$ cat src/rtl/path_sequencer.sv
// Path sequencer: collects a node path from the planner, loads it into the
// path mapper, then walks it segment by segment, turning each node-detect
// edge into a segment-advance pulse and a handshaked turn command.
module path_sequencer #(
  parameter int MAX_NODES = 6,
  parameter int TURN_LAT  = 8
) (
  input  logic       clk_3125KHz,
  input  logic       rst_n,
  input  logic       start,
  input  logic       path_valid,
  input  logic [4:0] path_node,
  input  logic       path_last,
  output logic       path_ready,
  input  logic       node_flag,
  input  logic [1:0] turn_flag,
  output logic       path_input,
  output logic [4:0] path_planned,
  output logic       node_changed,
  output logic       turn_valid,
  output logic [1:0] turn_cmd,
  input  logic       turn_ready,
  output logic [2:0] seg_idx,
  output logic       busy,
  output logic       done,
  output logic       error
);

  localparam int PTR_W = $clog2(MAX_NODES + 1);
  localparam int LAT_W = (TURN_LAT > 1) ? $clog2(TURN_LAT) : 1;

  typedef enum logic [3:0] {
    IDLE, COLLECT, LOAD, WAIT_NODE, KICK, SETTLE, ISSUE, DONE, ERR
  } state_t;

  state_t           state;
  logic [PTR_W-1:0] wr;
  logic [PTR_W-1:0] rd;
  logic [PTR_W-1:0] node_total;
  logic [LAT_W-1:0] settle;
  logic             nf_p0;
  logic             node_rise;
  logic [2:0]       seg_nxt;
  logic [4:0]       buffer [MAX_NODES];

  assign node_rise = node_flag & ~nf_p0;
  assign seg_nxt   = seg_idx + 3'd1;

  // Path buffer: written on every accepted planner node, never reset.
  always_ff @(posedge clk_3125KHz) begin
    if (state == COLLECT && path_valid)
      buffer[wr] <= path_node;
  end

  // node_flag history for rising-edge detection.
  always_ff @(posedge clk_3125KHz or negedge rst_n) begin
    if (!rst_n) nf_p0 <= 1'b0;
    else        nf_p0 <= node_flag;
  end

  // Sequencer FSM with all outputs registered.
  always_ff @(posedge clk_3125KHz or negedge rst_n) begin
    if (!rst_n) begin
      state        <= IDLE;
      wr           <= '0;
      rd           <= '0;
      node_total   <= '0;
      settle       <= '0;
      path_ready   <= 1'b0;
      path_input   <= 1'b0;
      path_planned <= '0;
      node_changed <= 1'b0;
      turn_valid   <= 1'b0;
      turn_cmd     <= '0;
      seg_idx      <= '0;
      busy         <= 1'b0;
      done         <= 1'b0;
      error        <= 1'b0;
    end else begin
      case (state)
        IDLE, DONE, ERR: begin
          if (start) begin
            state      <= COLLECT;
            wr         <= '0;
            rd         <= '0;
            seg_idx    <= '0;
            done       <= 1'b0;
            error      <= 1'b0;
            busy       <= 1'b1;
            path_ready <= 1'b1;
          end
        end
        COLLECT: begin
          if (path_valid) begin
            wr <= wr + PTR_W'(1);
            if (path_last) begin
              path_ready <= 1'b0;
              if (wr != '0) begin
                // buffer[0] was written on an earlier cycle, so it can be
                // presented together with the first path_input cycle.
                node_total   <= wr + PTR_W'(1);
                state        <= LOAD;
                path_input   <= 1'b1;
                path_planned <= buffer[0];
                rd           <= PTR_W'(1);
              end else begin
                state <= ERR;
                busy  <= 1'b0;
                error <= 1'b1;
              end
            end else if (wr == PTR_W'(MAX_NODES - 1)) begin
              path_ready <= 1'b0;
              state      <= ERR;
              busy       <= 1'b0;
              error      <= 1'b1;
            end
          end
        end
        LOAD: begin
          if (rd == node_total) begin
            path_input <= 1'b0;
            state      <= WAIT_NODE;
          end else begin
            path_planned <= buffer[rd];
            rd           <= rd + PTR_W'(1);
          end
        end
        WAIT_NODE: begin
          if (node_rise) begin
            node_changed <= 1'b1;
            state        <= KICK;
          end
        end
        KICK: begin
          node_changed <= 1'b0;
          settle       <= '0;
          state        <= SETTLE;
        end
        SETTLE: begin
          if (settle == LAT_W'(TURN_LAT - 1)) begin
            turn_cmd   <= turn_flag;
            turn_valid <= 1'b1;
            state      <= ISSUE;
          end else begin
            settle <= settle + LAT_W'(1);
          end
        end
        ISSUE: begin
          if (turn_ready) begin
            turn_valid <= 1'b0;
            seg_idx    <= seg_nxt;
            if (PTR_W'(seg_nxt) == node_total - PTR_W'(1)) begin
              state <= DONE;
              done  <= 1'b1;
              busy  <= 1'b0;
            end else begin
              state <= WAIT_NODE;
            end
          end
        end
        default: begin
          state <= IDLE;
          busy  <= 1'b0;
        end
      endcase
    end
  end

endmodule

$ cat config.mk
export PLATFORM = sky130hd
export DESIGN_NAME = path_sequencer
export DESIGN_NICKNAME = d
export VERILOG_FILES = /design/src/rtl/path_sequencer.sv
export SDC_FILE = /design/constraint.sdc
export NUM_CORES = 1
export LEC_CHECK = 0
export CORE_UTILIZATION = 30
export DETAILED_ROUTE_END_ITERATION = 8
export DONT_BUFFER_PORTS = 1
export HOLD_SLACK_MARGIN = 0.12
export PLACE_DENSITY_LB_ADDON = 0.3
export SYNTH_ARGS = -nofsm -noshare
export SYNTH_HDL_FRONTEND = slang
export SYNTH_SLANG_ARGS = --single-unit
$ cat constraint.sdc
create_clock -name clk_3125KHz -period 2.3 [get_ports clk_3125KHz]
set_input_delay 0.23 -clock clk_3125KHz [delete_from_list [all_inputs] [get_ports clk_3125KHz]]
set_output_delay 0.23 -clock clk_3125KHz [all_outputs]
set_load 0.005 [all_outputs]
---- After elaboration in Yosys (flattened, before gate mapping) ----
Memory sizes are Yosys's and may differ from the RTL's.
Cells that the tools add are included.
cells by class
  muxes and demuxes ....................... 60
  bitwise logic cells ..................... 3
  $lt $le $gt $ge ......................... 0
  divide/modulo/power cells ............... 0
  multipliers ............................. 0
  add/subtract/negate cells ............... 5
  shifts and indexed selects .............. 0
  equality and inequality tests ........... 25
  reduce and logical (&&, ||, !) cells .... 27
operators with widths
  cell                                                             count
  4-bit 2-to-1 mux                                                 9
  4-bit one-hot mux with 7 select lines                            1
  3-bit 2-to-1 mux                                                 9
  1-bit 2-to-1 mux                                                 25
  5-bit 2-to-1 mux                                                 4
  2-bit inequality test, second input constant                     10
  3-bit one-hot mux with 2 select lines                            3
  4-bit by 3-bit == test with 1-bit output, second input constant  4
  5-bit AND reduction                                              3
  7-bit AND reduction                                              2
  3-bit by 1-bit adder with 3-bit output, second input constant    4
  1-bit one-hot mux with 2 select lines                            6
  4-bit AND reduction                                              3
  2-bit nonzero test                                               6
  5-bit one-hot mux with 2 select lines                            1
  3-bit one-hot mux with 3 select lines                            1
  3-bit AND reduction                                              3
  4-bit by 2-bit == test with 1-bit output, second input constant  2
  3-bit == test                                                    2
  3-bit == test, second input constant                             2
  2-bit AND reduction                                              3
  6-bit AND reduction                                              1
  3-bit nonzero test                                               2
  4-bit by 1-bit == test with 1-bit output, second input constant  1
  12 further kinds                                                 13
storage, ports and cells
  memories ................................ 1
  RAM bits ................................ 30
  input bits .............................. 14
  flip-flop bits (word level) ............. 34
  latch bits .............................. 0
  output and inout port bits .............. 17
  ROM bits ................................ 0
  logic and storage cells ................. 137
memories
  name    words  width  rd ports  clocked after Yosys merged registers in  wr ports  RTL line  source
  buffer  6      5      2         0                                        1         44        logic [4:0] buffer [MAX_NODES];

---- Longest topological paths before layout ----
  depth in word-level cells ............... 5
  mapped depth ............................ 8
  gate-level depth less buffers ........... 7

---- Worst setup path after synthesis ----
Ideal clock, no wire load.
  path kind ............................... register to register
  from .................................... register state[3]
  to ...................................... memory buffer[0][0], enable pin
  arrival time ............................ 1642 ps
  buffers on the path ..................... 1
  setup time .............................. 381 ps
  stages on the path, launching flop included .. 5
  path slack .............................. 276 ps
  data required time ...................... 1919 ps
  clock period less this slack ............ 2024 ps
  cells stage by stage .................... dfrtp_1 -> buf_4 -> nor4b_4 -> nand2_1 -> nor4_1
on the way
  word-level cells in the longest chain between the ends .. 4
RTL lines
  element                                   RTL line  source
  start, declared                           36        state_t state;
  start signal, assigned                    64        state <= IDLE;
  start signal, assigned                    83        state <= COLLECT;
  start signal, assigned                    102       state <= LOAD;
  4-bit by 1-bit == test with 1-bit output  51        if (state == COLLECT && path_valid)
  1-bit logical AND                         51
  1-bit 2-to-1 mux                          51
  1-bit 2-to-1 mux (implied by the code)    52        buffer[wr] <= path_node;
  end, declared                             44
Every way passes these cells.

---- Final worst setup path ----
  from .................................... register settle[0]
  to ...................................... register state[3]
on the way
  word-level cells in the longest chain between the ends .. 3
RTL lines
  element                          RTL line  source
  start, declared                  40        logic [LAT_W-1:0] settle;
  start signal, assigned           145       settle <= settle + LAT_W'(1);
  3-bit == test                    140       if (settle == LAT_W'(TURN_LAT - 1)) begin
  2-bit inequality test (no line)  n/a
  7-bit AND reduction (no line)    n/a
  end signal, assigned             137       state <= SETTLE;
  end signal, assigned             143       state <= ISSUE;
  end signal, assigned             153       state <= DONE;
Every way passes these cells.
A chain may end at the register's enable or synchronous reset.

==> key figures <==
Timing
  • Fin. Hold Viols: 0
  • Clk_skew: 0.0146 ns
  • Slew Limit Fails: 0
  • RSZ-0062 raised after global routing: false
  • # setup viols final: 0
  • Pin slew with the least headroom to its limit: 0.576 ns
  • Slew HR: 61.6%
  • Final min period: 2.05 ns
  • Fmax achieved: 0.487 GHz
  • Final worst-path cycle share: 89.3%
  • Setup TNS: 0 ns

Logic synthesis
  • Fraction of registers with async set/reset: 53.1%
  • Net Count, Synth: 288
  • Seq cells post-synth: 64
  • Yosys warns: 0
  • Synth Cell Area: 3190 sq um
  • Cell variety after synth: 54
  • Sequential cell area fraction in the yosys report: 54.9%
  • EDFF count, synth: 30
  • Main flop type after synthesis: dfrtp_1
  • Mean Syn Cell Area: 12.0 sq um
  • Cells after synthesis: 266

Power and ir drop
  • Power Density: 1160 nW/um^2
  • Worst IR Drop VDD: 309 uV
  • Leakage: 0.00149 uW

Die
  • IO Pins: 31
  • Die ar.: 11000 sq um
  • Core area: 10300 sq um
  • Row count: 37
  • Starting Density: 30.9%
  • Die height: 105 um
  • Die W: 105 um

CTS
  • Num CTS Buffers: 9
  • Root buf cell: clkbuf_8
  • Reg clk slew, reported paths: 0.08 ns
  • Setup bufs post-CTS: 0
  • Skew-Pair Late Insertion Delay: 0.35 ns
  • Clock tree from TritonCTS: built
  • Clk buf depth: 2
  • H-tree lvl count: 3
  • CTS Sinks: 64

Layout
  • # diodes: 0
  • Reg area: 1750 sq um
  • Layout cell share with drive strength beyond 1: 19.0%
  • # fillers: 983
  • Final nets: 317
  • Synth-to-layout area growth: 19.1%
  • Utilization after layout: 36.8%
  • Area of the multi-input gates: 1310 sq um

Critical path
  • Startpoint Class: flip-flop
  • Worst Path Max Fanout: 6
  • Reg2Reg Depth: 7
  • Crit path DAT: 2.29 ns
  • CP Capture Type: flip-flop
  • Setup Crit Path Kind: reg2reg
  • CP required: 2.54 ns

Flow run
  • Max-cap violations: 0

Routing
  • Post-DR wirelength/cell: 15.8 um
  • Iteration-0 DRC Markers: 102
  • Final routed DRC violation total: 0
  • Drt pass-1 iters: 4
  • DRT Wirelength: 6910 um
  • Post-DR vias/cell: 4.92
  • Vias after detailed routing: 2145
  • ANT nets after route: 0

Global route
  • First-pass GRT wire length: 11600 um
  • Tot GR Track Use: 13.9%
  • Pin count of the biggest net entering global routing: 35
  • Total gr overflow: 0
  • Initial antenna violation count: 0
  • Vias in the first global route: 2251

Status
  • Status: finished clean

Worst hold path
  • Hold path depth: 3
  • Hold WC Path Type: in2reg

Placed design
  • Post-DP HPWL: 4680 um
  • Final Wtd Congestion: 0.813
  • PortBufs: 0
layout make-up:
cell class,instances,area share [%]
sequential,64,46.1
multi-input combinational,177,34.5
timing repair buffer,31,7.31
tap,136,4.48
clock buffer,9,3.26
clock inverter,7,3.13
inverter,12,1.19
routing by layer:
layer	part of all wire, %	global-route usage (%)	up-vias
met2	48	22.2	35
met5	0	0	-
met3	4.3	4.12	15
met1	45	16.8	1041
met4	2.5	7.44	0
li1	-	-	1054
logic make-up after synthesis:
family	synth area share, %
XOR/XNOR	2.47
AND/OR/NAND/NOR	14.2
buffers and inverters	3.96
AO/OA/AOI/OAI	14.1
adder cells (fa/ha/maj)	3.14
flip-flops	54.9
multiplexers	7.14
cell usage after synthesis, types with 3 or more instances:
| master | n | area (sq um) |
|---|---|---|
| dfrtp_1 | 34 | 851 |
| edfxtp_1 | 30 | 901 |
| nor2_1 | 21 | 78.8 |
| a21oi_1 | 20 | 100 |
| nand2_1 | 20 | 75.1 |
| o21ai_0 | 16 | 80.1 |
| inv_1 | 12 | 45.0 |
| ha_1 | 8 | 100 |
| nor3_1 | 8 | 40.0 |
| a211oi_1 | 7 | 52.6 |
| mux2i_1 | 7 | 70.1 |
| buf_2 | 5 | 25.0 |
| mux4_2 | 5 | 113 |
| xor2_1 | 5 | 43.8 |
| nand2b_1 | 4 | 25.0 |
| nand3_1 | 4 | 20.0 |
| nor4_1 | 4 | 25.0 |
| xnor2_1 | 4 | 35.0 |
| a22oi_1 | 3 | 22.5 |
| a31oi_1 | 3 | 18.8 |
| buf_4 | 3 | 22.5 |
| clkbuf_1 | 3 | 11.3 |
| mux2_2 | 3 | 33.8 |
sequential cells by signal, indices dropped and copies added, names as in the netlist, 2 cells and up:
signal        count
buffer           30
path_planned      5
state             4
node_total        3
rd                3
seg_idx           3
settle            3
wr                3
turn_cmd          2
timing repair:
| action | 4_1_cts | 5_1_grt |
|---|---|---|
| hold buffers | 14 | 0 |
| resized for setup | 0 | 0 |
| hold endpoints to repair | 76 | 0 |
layout by cell type (no fill, tap or decap), types with 9 or more instances in the layout:
| master | netlist | routed |
|---|---|---|
| buf_4 | 3 | 17 |
| a21oi_1 | 20 | 20 |
| dlygate4sd3_1 | 0 | 13 |
| clkbuf_8 | 0 | 9 |
| nor2_1 | 21 | 21 |
| o21ai_0 | 16 | 16 |
| nand2_1 | 20 | 20 |
| inv_1 | 12 | 12 |
| dfrtp_1 | 34 | 34 |
| edfxtp_1 | 30 | 30 |
where the power goes:
group          internal [uW]  switching [uW]
logic                    702             811
clock network            721             459
registers               1420             308
through the flow:
stage	area [sq um]	power, uW	hold slack [ns]	instances	worst slack (ns)
after floorplan	3190	2880	-0.0656	266	0.276
after global placement	3400	3210	-0.0648	406	0.314
after detailed placement	3400	3230	-0.0647	406	0.243
after CTS	3800	4470	0.122	436	0.228
after global routing	3800	4740	0.133	436	0.0638
final	3800	4420	0.141	436	0.246
worst max-delay path, cell delays in order (launching register included):
cell,delay (ns)
dfrtp_1,0.41
ha_1,0.21
ha_1,0.26
nor4b_2,0.34
a21oi_1,0.09
o21ai_2,0.22
nor2_1,0.09
mux2_1,0.31
worst paths after layout:
check | slack (ns) | end | from
max | 0.25 | state[3] | settle[0]
min | 0.14 | seg_idx[0] | turn_ready
max reg2reg | 0.25 | state[3] | settle[0]
min reg2reg | 0.51 | turn_valid | turn_valid
max in group asynchronous | 1.79 | rd[2] | rst_n
min in group asynchronous | 0.32 | turn_cmd[0] | rst_n
(Power assumes the default switching activity.)
